[src/rtl/mips_bus_pkg.sv]
// Shared types and constants for the two-requester MIPS Avalon bus arbiter.
package mips_bus_pkg;

    typedef enum logic [1:0] {IDLE, BUS, RESP} arb_state_t;
    typedef enum logic {OWN_IF, OWN_D} owner_t;

    localparam int unsigned POLICY_FIXED = 0;
    localparam int unsigned POLICY_RR    = 1;
    localparam logic [3:0]  BE_WORD      = 4'b1111;

endpackage

[src/rtl/mips_bus_if.sv]
// Requester-side and Avalon-side signals of the bus arbiter bundled together.
interface mips_bus_if;

    logic        if_req;
    logic [31:0] if_addr;
    logic [31:0] if_rdata;
    logic        if_done;

    logic        d_req;
    logic        d_we;
    logic [31:0] d_addr;
    logic [31:0] d_wdata;
    logic [3:0]  d_be;
    logic [31:0] d_rdata;
    logic        d_done;

    logic [31:0] address;
    logic        read;
    logic        write;
    logic [31:0] writedata;
    logic [3:0]  byteenable;
    logic        waitrequest;
    logic [31:0] readdata;

    logic        busy;
    logic        bus_timeout;

    modport master (
        input  if_req, if_addr, d_req, d_we, d_addr, d_wdata, d_be, waitrequest, readdata,
        output if_rdata, if_done, d_rdata, d_done, address, read, write, writedata,
               byteenable, busy, bus_timeout
    );

    modport slave (
        output if_req, if_addr, d_req, d_we, d_addr, d_wdata, d_be, waitrequest, readdata,
        input  if_rdata, if_done, d_rdata, d_done, address, read, write, writedata,
               byteenable, busy, bus_timeout
    );

endinterface

[src/rtl/mips_bus_watchdog.sv]
// Counts stalled bus cycles and flags an abort once TIMEOUT_CYCLES is reached.
module mips_bus_watchdog
    import mips_bus_pkg::*;
#(
    parameter int unsigned TIMEOUT_CYCLES = 1024,
    parameter int unsigned CNT_W          = 11
) (
    input  logic clk,
    input  logic reset,
    input  logic en,
    input  logic clr,
    output logic expired,
    output logic timeout_flag
);

    localparam logic [CNT_W-1:0] LAST    = CNT_W'(TIMEOUT_CYCLES - 1);
    localparam bit               ENABLED = (TIMEOUT_CYCLES != 0);

    logic [CNT_W-1:0] r_cnt;
    logic             r_flag;

    // Fires on the stall cycle that brings the count up to TIMEOUT_CYCLES.
    assign expired      = ENABLED && en && (r_cnt == LAST);
    assign timeout_flag = r_flag;

    always_ff @(posedge clk or negedge reset) begin
        if (!reset) begin
            r_cnt  <= '0;
            r_flag <= 1'b0;
        end else begin
            if (clr) begin
                r_cnt <= '0;
            end else if (en) begin
                r_cnt <= r_cnt + 1'b1;
            end
            if (expired) begin
                r_flag <= 1'b1;
            end
        end
    end

endmodule

[src/rtl/mips_bus_arbiter.sv]
// Serialises IF and load/store transfers onto a single Avalon master port.
module mips_bus_arbiter
    import mips_bus_pkg::*;
#(
    parameter int unsigned POLICY         = POLICY_FIXED,
    parameter int unsigned TIMEOUT_CYCLES = 1024,
    parameter int unsigned CNT_W          = 11
) (
    input  logic       clk,
    input  logic       reset,
    mips_bus_if.master bus
);

    localparam bit RR = (POLICY == POLICY_RR);

    arb_state_t  r_state, w_state_nxt;
    owner_t      r_owner, r_last, w_grant;
    logic        w_start, w_end, w_ack, w_expired, w_timeout, w_wd_en, w_wd_clr, w_resp;
    logic        r_read, r_write;
    logic [31:0] r_address, r_writedata, r_rdata;
    logic [3:0]  r_byteenable;

    assign w_ack    = !bus.waitrequest;
    assign w_wd_en  = (r_state == BUS) && bus.waitrequest;
    assign w_wd_clr = (r_state != BUS);

    // A tie goes to D unless round-robin and D was the last one served.
    always_comb begin
        w_grant = OWN_IF;
        if (bus.d_req && (!bus.if_req || !RR || r_last == OWN_IF)) begin
            w_grant = OWN_D;
        end
    end

    always_comb begin
        w_state_nxt = r_state;
        w_start     = 1'b0;
        w_end       = 1'b0;
        case (r_state)
            IDLE: begin
                if (bus.if_req || bus.d_req) begin
                    w_start     = 1'b1;
                    w_state_nxt = BUS;
                end
            end
            BUS: begin
                if (w_ack || w_expired) begin
                    w_end       = 1'b1;
                    w_state_nxt = RESP;
                end
            end
            RESP:    w_state_nxt = IDLE;
            default: w_state_nxt = IDLE;
        endcase
    end

    always_ff @(posedge clk or negedge reset) begin
        if (!reset) begin
            r_state <= IDLE;
        end else begin
            r_state <= w_state_nxt;
        end
    end

    always_ff @(posedge clk or negedge reset) begin
        if (!reset) begin
            r_owner      <= OWN_IF;
            r_last       <= OWN_IF;
            r_read       <= 1'b0;
            r_write      <= 1'b0;
            r_address    <= '0;
            r_writedata  <= '0;
            r_byteenable <= '0;
            r_rdata      <= '0;
        end else if (w_start) begin
            r_owner <= w_grant;
            r_last  <= w_grant;
            r_rdata <= '0;
            if (w_grant == OWN_D) begin
                r_address    <= bus.d_addr;
                r_read       <= !bus.d_we;
                r_write      <= bus.d_we;
                r_writedata  <= bus.d_wdata;
                r_byteenable <= bus.d_be;
            end else begin
                r_address    <= bus.if_addr;
                r_read       <= 1'b1;
                r_write      <= 1'b0;
                r_writedata  <= '0;
                r_byteenable <= BE_WORD;
            end
        end else if (w_end) begin
            // Writes and watchdog aborts hand back zero instead of bus data.
            r_read  <= 1'b0;
            r_write <= 1'b0;
            r_rdata <= (w_ack && r_read) ? bus.readdata : '0;
        end
    end

    mips_bus_watchdog #(
        .TIMEOUT_CYCLES(TIMEOUT_CYCLES),
        .CNT_W         (CNT_W)
    ) u_watchdog (
        .clk         (clk),
        .reset       (reset),
        .en          (w_wd_en),
        .clr         (w_wd_clr),
        .expired     (w_expired),
        .timeout_flag(w_timeout)
    );

    assign w_resp          = (r_state == RESP);
    assign bus.if_done     = w_resp && (r_owner == OWN_IF);
    assign bus.d_done      = w_resp && (r_owner == OWN_D);
    assign bus.if_rdata    = bus.if_done ? r_rdata : '0;
    assign bus.d_rdata     = bus.d_done ? r_rdata : '0;
    assign bus.address     = r_address;
    assign bus.read        = r_read;
    assign bus.write       = r_write;
    assign bus.writedata   = r_writedata;
    assign bus.byteenable  = r_byteenable;
    assign bus.busy        = (r_state != IDLE);
    assign bus.bus_timeout = w_timeout;

endmodule

[src/flat_wrapper.sv]
// flat-port wrapper written by rule: the top's interface ports become plain ports
module mips_bus_arbiter_flat import mips_bus_pkg::*;
#(
    parameter int unsigned POLICY         = POLICY_FIXED,
    parameter int unsigned TIMEOUT_CYCLES = 1024,
    parameter int unsigned CNT_W          = 11
)
  (clk, reset, bus_if_req, bus_if_addr, bus_d_req, bus_d_we, bus_d_addr, bus_d_wdata, bus_d_be, bus_waitrequest, bus_readdata, bus_if_rdata, bus_if_done, bus_d_rdata, bus_d_done, bus_address, bus_read, bus_write, bus_writedata, bus_byteenable, bus_busy, bus_bus_timeout);
  mips_bus_if bus_i ();
  input  logic clk;
  input  logic reset;
  input wire logic [$bits(bus_i.if_req)-1:0] bus_if_req;
  input wire logic [$bits(bus_i.if_addr)-1:0] bus_if_addr;
  input wire logic [$bits(bus_i.d_req)-1:0] bus_d_req;
  input wire logic [$bits(bus_i.d_we)-1:0] bus_d_we;
  input wire logic [$bits(bus_i.d_addr)-1:0] bus_d_addr;
  input wire logic [$bits(bus_i.d_wdata)-1:0] bus_d_wdata;
  input wire logic [$bits(bus_i.d_be)-1:0] bus_d_be;
  input wire logic [$bits(bus_i.waitrequest)-1:0] bus_waitrequest;
  input wire logic [$bits(bus_i.readdata)-1:0] bus_readdata;
  output wire logic [$bits(bus_i.if_rdata)-1:0] bus_if_rdata;
  output wire logic [$bits(bus_i.if_done)-1:0] bus_if_done;
  output wire logic [$bits(bus_i.d_rdata)-1:0] bus_d_rdata;
  output wire logic [$bits(bus_i.d_done)-1:0] bus_d_done;
  output wire logic [$bits(bus_i.address)-1:0] bus_address;
  output wire logic [$bits(bus_i.read)-1:0] bus_read;
  output wire logic [$bits(bus_i.write)-1:0] bus_write;
  output wire logic [$bits(bus_i.writedata)-1:0] bus_writedata;
  output wire logic [$bits(bus_i.byteenable)-1:0] bus_byteenable;
  output wire logic [$bits(bus_i.busy)-1:0] bus_busy;
  output wire logic [$bits(bus_i.bus_timeout)-1:0] bus_bus_timeout;
  assign bus_i.if_req = bus_if_req;
  assign bus_i.if_addr = bus_if_addr;
  assign bus_i.d_req = bus_d_req;
  assign bus_i.d_we = bus_d_we;
  assign bus_i.d_addr = bus_d_addr;
  assign bus_i.d_wdata = bus_d_wdata;
  assign bus_i.d_be = bus_d_be;
  assign bus_i.waitrequest = bus_waitrequest;
  assign bus_i.readdata = bus_readdata;
  assign bus_if_rdata = bus_i.if_rdata;
  assign bus_if_done = bus_i.if_done;
  assign bus_d_rdata = bus_i.d_rdata;
  assign bus_d_done = bus_i.d_done;
  assign bus_address = bus_i.address;
  assign bus_read = bus_i.read;
  assign bus_write = bus_i.write;
  assign bus_writedata = bus_i.writedata;
  assign bus_byteenable = bus_i.byteenable;
  assign bus_busy = bus_i.busy;
  assign bus_bus_timeout = bus_i.bus_timeout;
  mips_bus_arbiter #(.POLICY(POLICY), .TIMEOUT_CYCLES(TIMEOUT_CYCLES), .CNT_W(CNT_W)) u_core (.clk(clk), .reset(reset), .bus(bus_i));
endmodule
[config.mk]
export PLATFORM = sky130hd
export DESIGN_NAME = mips_bus_arbiter_flat
export DESIGN_NICKNAME = d
export VERILOG_FILES = /design/src/rtl/mips_bus_pkg.sv /design/src/rtl/mips_bus_if.sv /design/src/rtl/mips_bus_watchdog.sv /design/src/rtl/mips_bus_arbiter.sv /design/src/flat_wrapper.sv
export SDC_FILE = /design/constraint.sdc
export NUM_CORES = 1
export LEC_CHECK = 0
export ABC_CLOCK_PERIOD_IN_PS = 3300
export BUFFER_PORTS_ARGS = -buffer_cell sky130_fd_sc_hd__buf_4
export CAP_MARGIN = 30
export CORE_MARGIN = 8
export CORE_UTILIZATION = 25
export DETAILED_ROUTE_END_ITERATION = 12
export GPL_TIMING_DRIVEN = 1
export MAX_ROUTING_LAYER = met4
export PLACE_DENSITY = 0.51
export REMOVE_ABC_BUFFERS = 1
export SLEW_MARGIN = 20
export SYNTH_ARGS = -nofsm -noshare
export SYNTH_HDL_FRONTEND = slang
export SYNTH_SLANG_ARGS = --single-unit
[constraint.sdc]
create_clock -name clk -period 3.3 [get_ports clk]
set_clock_uncertainty 0.15 [all_clocks]
set_input_delay 0.66 -clock clk [delete_from_list [all_inputs] [get_ports clk]]
set_output_delay 0.66 -clock clk [all_outputs]
set_load 0.05 [all_outputs]
# Word-level counts from Yosys, hierarchy flattened
# Index checks and enable logic that the tools add are counted.
[word_totals]
ff_bits = 117
latch_bits = 0
ramBits = 0
romBits = 0
out_inout_bits = 138
word_cells = 55
n_memories = 0
[op_classes]
add_sub_neg = 1
mul = 0
div_mod_pow = 0
magnitude_cmp = 0
eq_ne = 6
shifts = 0
n_mux = 23
bitwise = 1
n_reduce_logical = 14
[op_table]
columns = ["operator", "n"]
rows = [
  ["32-bit 2-to-1 mux", 7],
  ["11-bit 2-to-1 mux", 2],
  ["11-bit by 1-bit adder with 11-bit output (second input constant)", 1],
  ["11-bit by 10-bit equality test with 1-bit output (second input constant)", 1],
  ["1-bit 2-to-1 mux", 10],
  ["2-bit nonzero test", 3],
  ["1-bit logical AND", 5],
  ["2-bit 2-to-1 mux", 2],
  ["4-bit 2-to-1 mux", 1],
  ["2-bit by 1-bit != test with 1-bit output (second input constant)", 2],
  ["2-bit case mux with 2 select lines", 1],
  ["2-bit by 1-bit equality test with 1-bit output (second input constant)", 1],
  ["2-bit equality test (second input constant)", 1],
  ["1-bit logical NOT", 2],
  ["2-bit logical NOT", 1],
  ["1-bit logical OR", 2],
  ["2-bit != test (second input constant)", 1],
  ["2-bit AND reduction", 1],
  ["1-bit inverter", 1],
]

# Logic depth before layout (Yosys ltp)
[logic_depth]
word_depth = 8
ltp_mapped = 6
mapped_depth_nobuf = 5

# By module
# A second synthesis with hierarchy kept.
[unflattened]
cells_unflattened = 486
hier_area_um2 = 5730.5
[modules_own_cells]
columns = ["mod", "n_inst", "cells_per_inst", "area_each_um2", "seq_area_each_um2"]
rows = [
  ["mips_bus_arbiter", 1, 428, 5131.2, 2627.5],
  ["mips_bus_watchdog", 1, 58, 599.3, 300.3],
]

# Worst setup path after synthesis
# No wires, ideal clock.
[synth_timing]
path_type = "reg-to-output"
start = "reg u_core.r_state[0]"
end = "out bus_if_rdata[22]"
arrival_time_ns = 1.902
required_time_ns = 2.490
setup_slack_ns = 0.588
path_stages_with_launch = 4
n_path_buf = 1
path_cell_list = "dfrtp_1 nor3b_1 clkbuf_1 and2_1"
[synth_between]
elab_chain_len = 3
[synth_lines]
columns = ["item", "line", "source"]
rows = [
  ["start, declared", "mips_bus_arbiter.sv:16", "arb_state_t r_state, w_state_nxt;"],
  ["start signal, assigned", "mips_bus_arbiter.sv:61", "r_state <= w_state_nxt;"],
  ["2-bit equality test", "mips_bus_arbiter.sv:112", "assign w_resp = (r_state == RESP);"],
  ["1-bit logical AND", "mips_bus_arbiter.sv:113", "assign bus.if_done = w_resp && (r_owner == OWN_IF);"],
  ["via bus_if_done", "flat_wrapper.sv:22", "output wire logic [$bits(bus_i.if_done)-1:0] bus_if_done;"],
  ["32-bit 2-to-1 mux", "mips_bus_arbiter.sv:115", "assign bus.if_rdata = bus.if_done ? r_rdata : '0;"],
  ["end, declared", "flat_wrapper.sv:21", "output wire logic [$bits(bus_i.if_rdata)-1:0] bus_if_rdata;"],
]
# The timed path passes the listed nets, and every way through them passes these cells.

# Worst setup path in the final report
[layout_timing]
start = "reg u_core.r_state[0]"
end = "out bus_d_rdata[1]"
[layout_between]
elab_chain_len = 3
[layout_lines]
columns = ["item", "line", "source"]
rows = [
  ["2-bit equality test", "mips_bus_arbiter.sv:112", ""],
  ["1-bit logical AND", "mips_bus_arbiter.sv:114", "assign bus.d_done = w_resp && (r_owner == OWN_D);"],
  ["32-bit 2-to-1 mux", "mips_bus_arbiter.sv:116", "assign bus.d_rdata = bus.d_done ? r_rdata : '0;"],
  ["end, declared", "flat_wrapper.sv:23", "output wire logic [$bits(bus_i.d_rdata)-1:0] bus_d_rdata;"],
]
# No other way between the ends.

==> results.json <==
{
  "outcome": "completed",
  "ctsResizeCount": 0,
  "number_of_flops_mapped_to_enable_cells_by_yosys": 0,
  "final_weighted_congestion_in_routability_driven_placement": 0.7539,
  "io_buf_count": 275,
  "syn-cell-area_um2": 5097,
  "critical_path_cell_by_cell": "and3b_1 > buf_4 > and2_1 > buf_4",
  "grt_util_all_layers_pct": 13.48,
  "clock_latency_ns": 0.40,
  "setup_viol": 0,
  "post-route-period-util_pct": 75.56,
  "post_drt_via_cell_ratio": 4.338,
  "dp.final_hpwl_um": 12560,
  "adder_and_majority_gate_portion_of_the_synthesized_area_pct": 0.2455,
  "hold_buffers": 0,
  "clockBufferDepth": 2,
  "fp.coreArea_um2": 20100,
  "drc": 0,
  "worstRegToRegCells": 4,
  "grt_max_degree": 97,
  "syn_avg_cell_area_um2": 11.64,
  "proportion_of_synthesized_area_in_mux_cells_pct": 6.480,
  "worst_path_max_delay_cell": "sky130_fd_sc_hd__dfrtp_1",
  "pre_antenna_drt_iters": 4,
  "yosysSeqAreaShare_pct": 57.44,
  "share_of_post_route_cells_with_drive_strength_above_1_pct": 44.09,
  "drt_wl_total_um": 16570,
  "first_global_vias": 4823,
  "arrival_ns": 1.68,
  "yosys.cell_types.count": 35,
  "synth-warning-count": 0,
  "layout.cell_area.non_filler_um2": 7998,
  "final_nets": 848,
  "dpl-instance-area_um2": 7453,
  "main_combinational_cell_family_by_area_after_synthesis": "compound AO/OA/AOI/OAI gates",
  "num_vias": 4290,
  "clk_pin_slew_worst_paths_ns": 0.05,
  "final_common_cell": "sky130_fd_sc_hd__buf_4",
  "final.fill_count": 1950,
  "die_x_um": 158.8,
  "clock_sink_count": 117,
  "vdd.ir_drop.worst_mv": 0.5992,
  "crit_top_cell": "sky130_fd_sc_hd__buf_4",
  "timing.final.max_slew_violations": 0,
  "die_area_um2": 25210,
  "drv_cap": 0,
  "numPlacedInstances": 960,
  "unrepaired_setup_endpoints_after_global_routing": "no",
  "grt_remaining_overflow": 0,
  "layout.cells.most_common_list": "282 x sky130_fd_sc_hd__buf_4, 117 x sky130_fd_sc_hd__dfrtp_1, 67 x sky130_fd_sc_hd__and2_1, 65 x sky130_fd_sc_hd__a22o_1, 39 x sky130_fd_sc_hd__nand2_1",
  "worst-path-buf-inv": 2,
  "clock.fmax_mhz": 401.1,
  "synthToLayoutAreaGrowth_pct": 56.90,
  "power-per-cell-area_nw_per_um2": 986.6,
  "worst_hold_path_type": "in -> async",
  "yosys_register_bits": 117,
  "startpoint_type": "flop",
  "synth_async_sr_flop_share_pct": 100.0,
  "effective_utilization_at_floorplan_pct": 25.35,
  "synth_simple_gate_area_share_pct": 14.33,
  "critPathMaxStageDelay_ns": 0.41,
  "cts_buffers": 17,
  "post_drt_antenna_nets": 0,
  "timing.slew.headroom_pct": 58.99,
  "p_leak_nw": 4.089,
  "critical_path_required_ns": 2.49,
  "ys.flop_type": "sky130_fd_sc_hd__dfrtp_1",
  "die_height_um": 158.8,
  "post_synth_inst_count": 438,
  "grt_antenna_before_repair": 0,
  "final_cells": 989,
  "floorplan_row_count": 52,
  "timing.setup.critical_path_class": "reg -> out",
  "critical_path.max_fanout": 33,
  "delay_heaviest_family_cp": "buffers and inverters",
  "grt_pass1_wl_um": 26480,
  "worstSetupPathDepth": 4,
  "detail_route.iter0.violations": 196,
  "h-tree-depth": 4,
  "worst_pin_slew_ns": 0.6151,
  "wl_cell_um": 16.75,
  "clock-root-buffer": "sky130_fd_sc_hd__clkbuf_16",
  "synth_compound_gate_area_share_pct": 16.72,
  "synth-xor-area-share_pct": 1.546,
  "timing.critical_path.to_type": "output port",
  "finalHoldViolCount": 0,
  "cts_setup_buffers": 0,
  "number_of_diodes": 0,
  "io_pins": 276,
  "cts_tree": "yes",
  "timing.final.crit_period_ns": 2.493
}
-- per-stage QoR --
| step | util, % | TNS [ns] | hold slack [ns] | setup slack, ns | total power, mW |
|---|---|---|---|---|---|
| detailed placement | 37.07 | 0 | 0.3098 | 1.047 | 6.235 |
| global route | 39.78 | 0 | 0.1260 | 0.6673 | 8.346 |
| floorplan | - | -85.41 | 0.2144 | -0.9950 | 4.831 |
| global placement | 37.07 | 0 | 0.2969 | 1.111 | 6.170 |
| CTS | 39.78 | 0 | 0.1054 | 0.7534 | 8.012 |
| finish | 39.78 | 0 | 0.1057 | 0.8066 | 7.890 |
-- logic make-up (layout without fill, tap and decap cells) --
| group | Yosys count | in the layout |
|---|---|---|
| and+or+nand+nor | 134 | 134 |
| DFF | 117 | 117 |
| muxes | 33 | 33 |
| AOI/OAI and AO/OA | 111 | 111 |
| adders and majority gates | 1 | 1 |
| xor gates and xnor gates | 9 | 9 |
| buffers and inverters | 33 | 314 |
-- Yosys cell counts (2+ instances only) --
| cell | instances | area share, % |
|---|---|---|
| sky130_fd_sc_hd__xnor2_1 | 4 | 0.69 |
| sky130_fd_sc_hd__a22o_1 | 65 | 11 |
| sky130_fd_sc_hd__nand4_1 | 4 | 0.49 |
| sky130_fd_sc_hd__buf_2 | 9 | 0.88 |
| sky130_fd_sc_hd__nand2_1 | 39 | 2.9 |
| sky130_fd_sc_hd__o21ai_0 | 34 | 3.3 |
| sky130_fd_sc_hd__buf_6 | 4 | 0.88 |
| sky130_fd_sc_hd__xor2_1 | 5 | 0.86 |
| sky130_fd_sc_hd__mux2i_1 | 33 | 6.5 |
| sky130_fd_sc_hd__and2_1 | 67 | 8.2 |
| sky130_fd_sc_hd__nor3_1 | 2 | 0.20 |
| sky130_fd_sc_hd__o22a_1 | 4 | 0.69 |
| sky130_fd_sc_hd__nor2_1 | 12 | 0.88 |
| sky130_fd_sc_hd__clkbuf_1 | 19 | 1.4 |
| sky130_fd_sc_hd__dfrtp_1 | 117 | 57 |
-- cell type report --
class                   count  area [um2]  share of cell area [%]
flip-flops and latches    117        2928                   36.61
inverters                   1       3.754                 0.04693
clock inverters            10       111.4                   1.392
well taps                 270       337.8                   4.224
clock buffers              19       432.9                   5.413
multi-input cells         288        2027                   25.34
repair buffers            284        2157                   26.97
-- power breakdown --
part	total [mW]	leakage, nW	internal, mW	switching (mW)
Clock	1.73	0.260	1.09	0.637
Sequential	2.41	1.50	2.03	0.378
Combinational	3.75	2.32	1.19	2.56
Total	7.89	4.09	4.31	3.58
-- sequential cells by signal, summed over array words and instances (netlist names) --
register                        cells
u_core.bus.address                 32
u_core.bus.byteenable               4
u_core.bus.read                     1
u_core.bus.write                    1
u_core.bus.writedata               32
u_core.r_owner                      1
u_core.r_rdata                     32
u_core.r_state                      2
u_core.u_watchdog.r_cnt            11
u_core.u_watchdog.timeout_flag      1
-- metal layers --
layer	GRT usage [%]	part of all wire [%]
met2	20.63	47
met4	4.372	1.3
met3	5.662	8.0
met5	-	0
met1	15.77	44
-- path summary, 6_finish.rpt --
path / endpoint / slack (ns) / from
max in group asynchronous: u_core.bus.address[14] / 2.17 / reset
min reg2reg: u_core.u_watchdog.timeout_flag / 0.31 / u_core.u_watchdog.timeout_flag
min: u_core.r_rdata[16] / 0.11 / reset
min in group clk: u_core.bus.read / 0.28 / bus_d_we
max reg2reg: u_core.bus.writedata[30] / 1.14 / u_core.r_state[0]
max: bus_d_rdata[1] / 0.81 / u_core.r_state[0]
No activity file was read; power rests on OpenSTA's default activity.
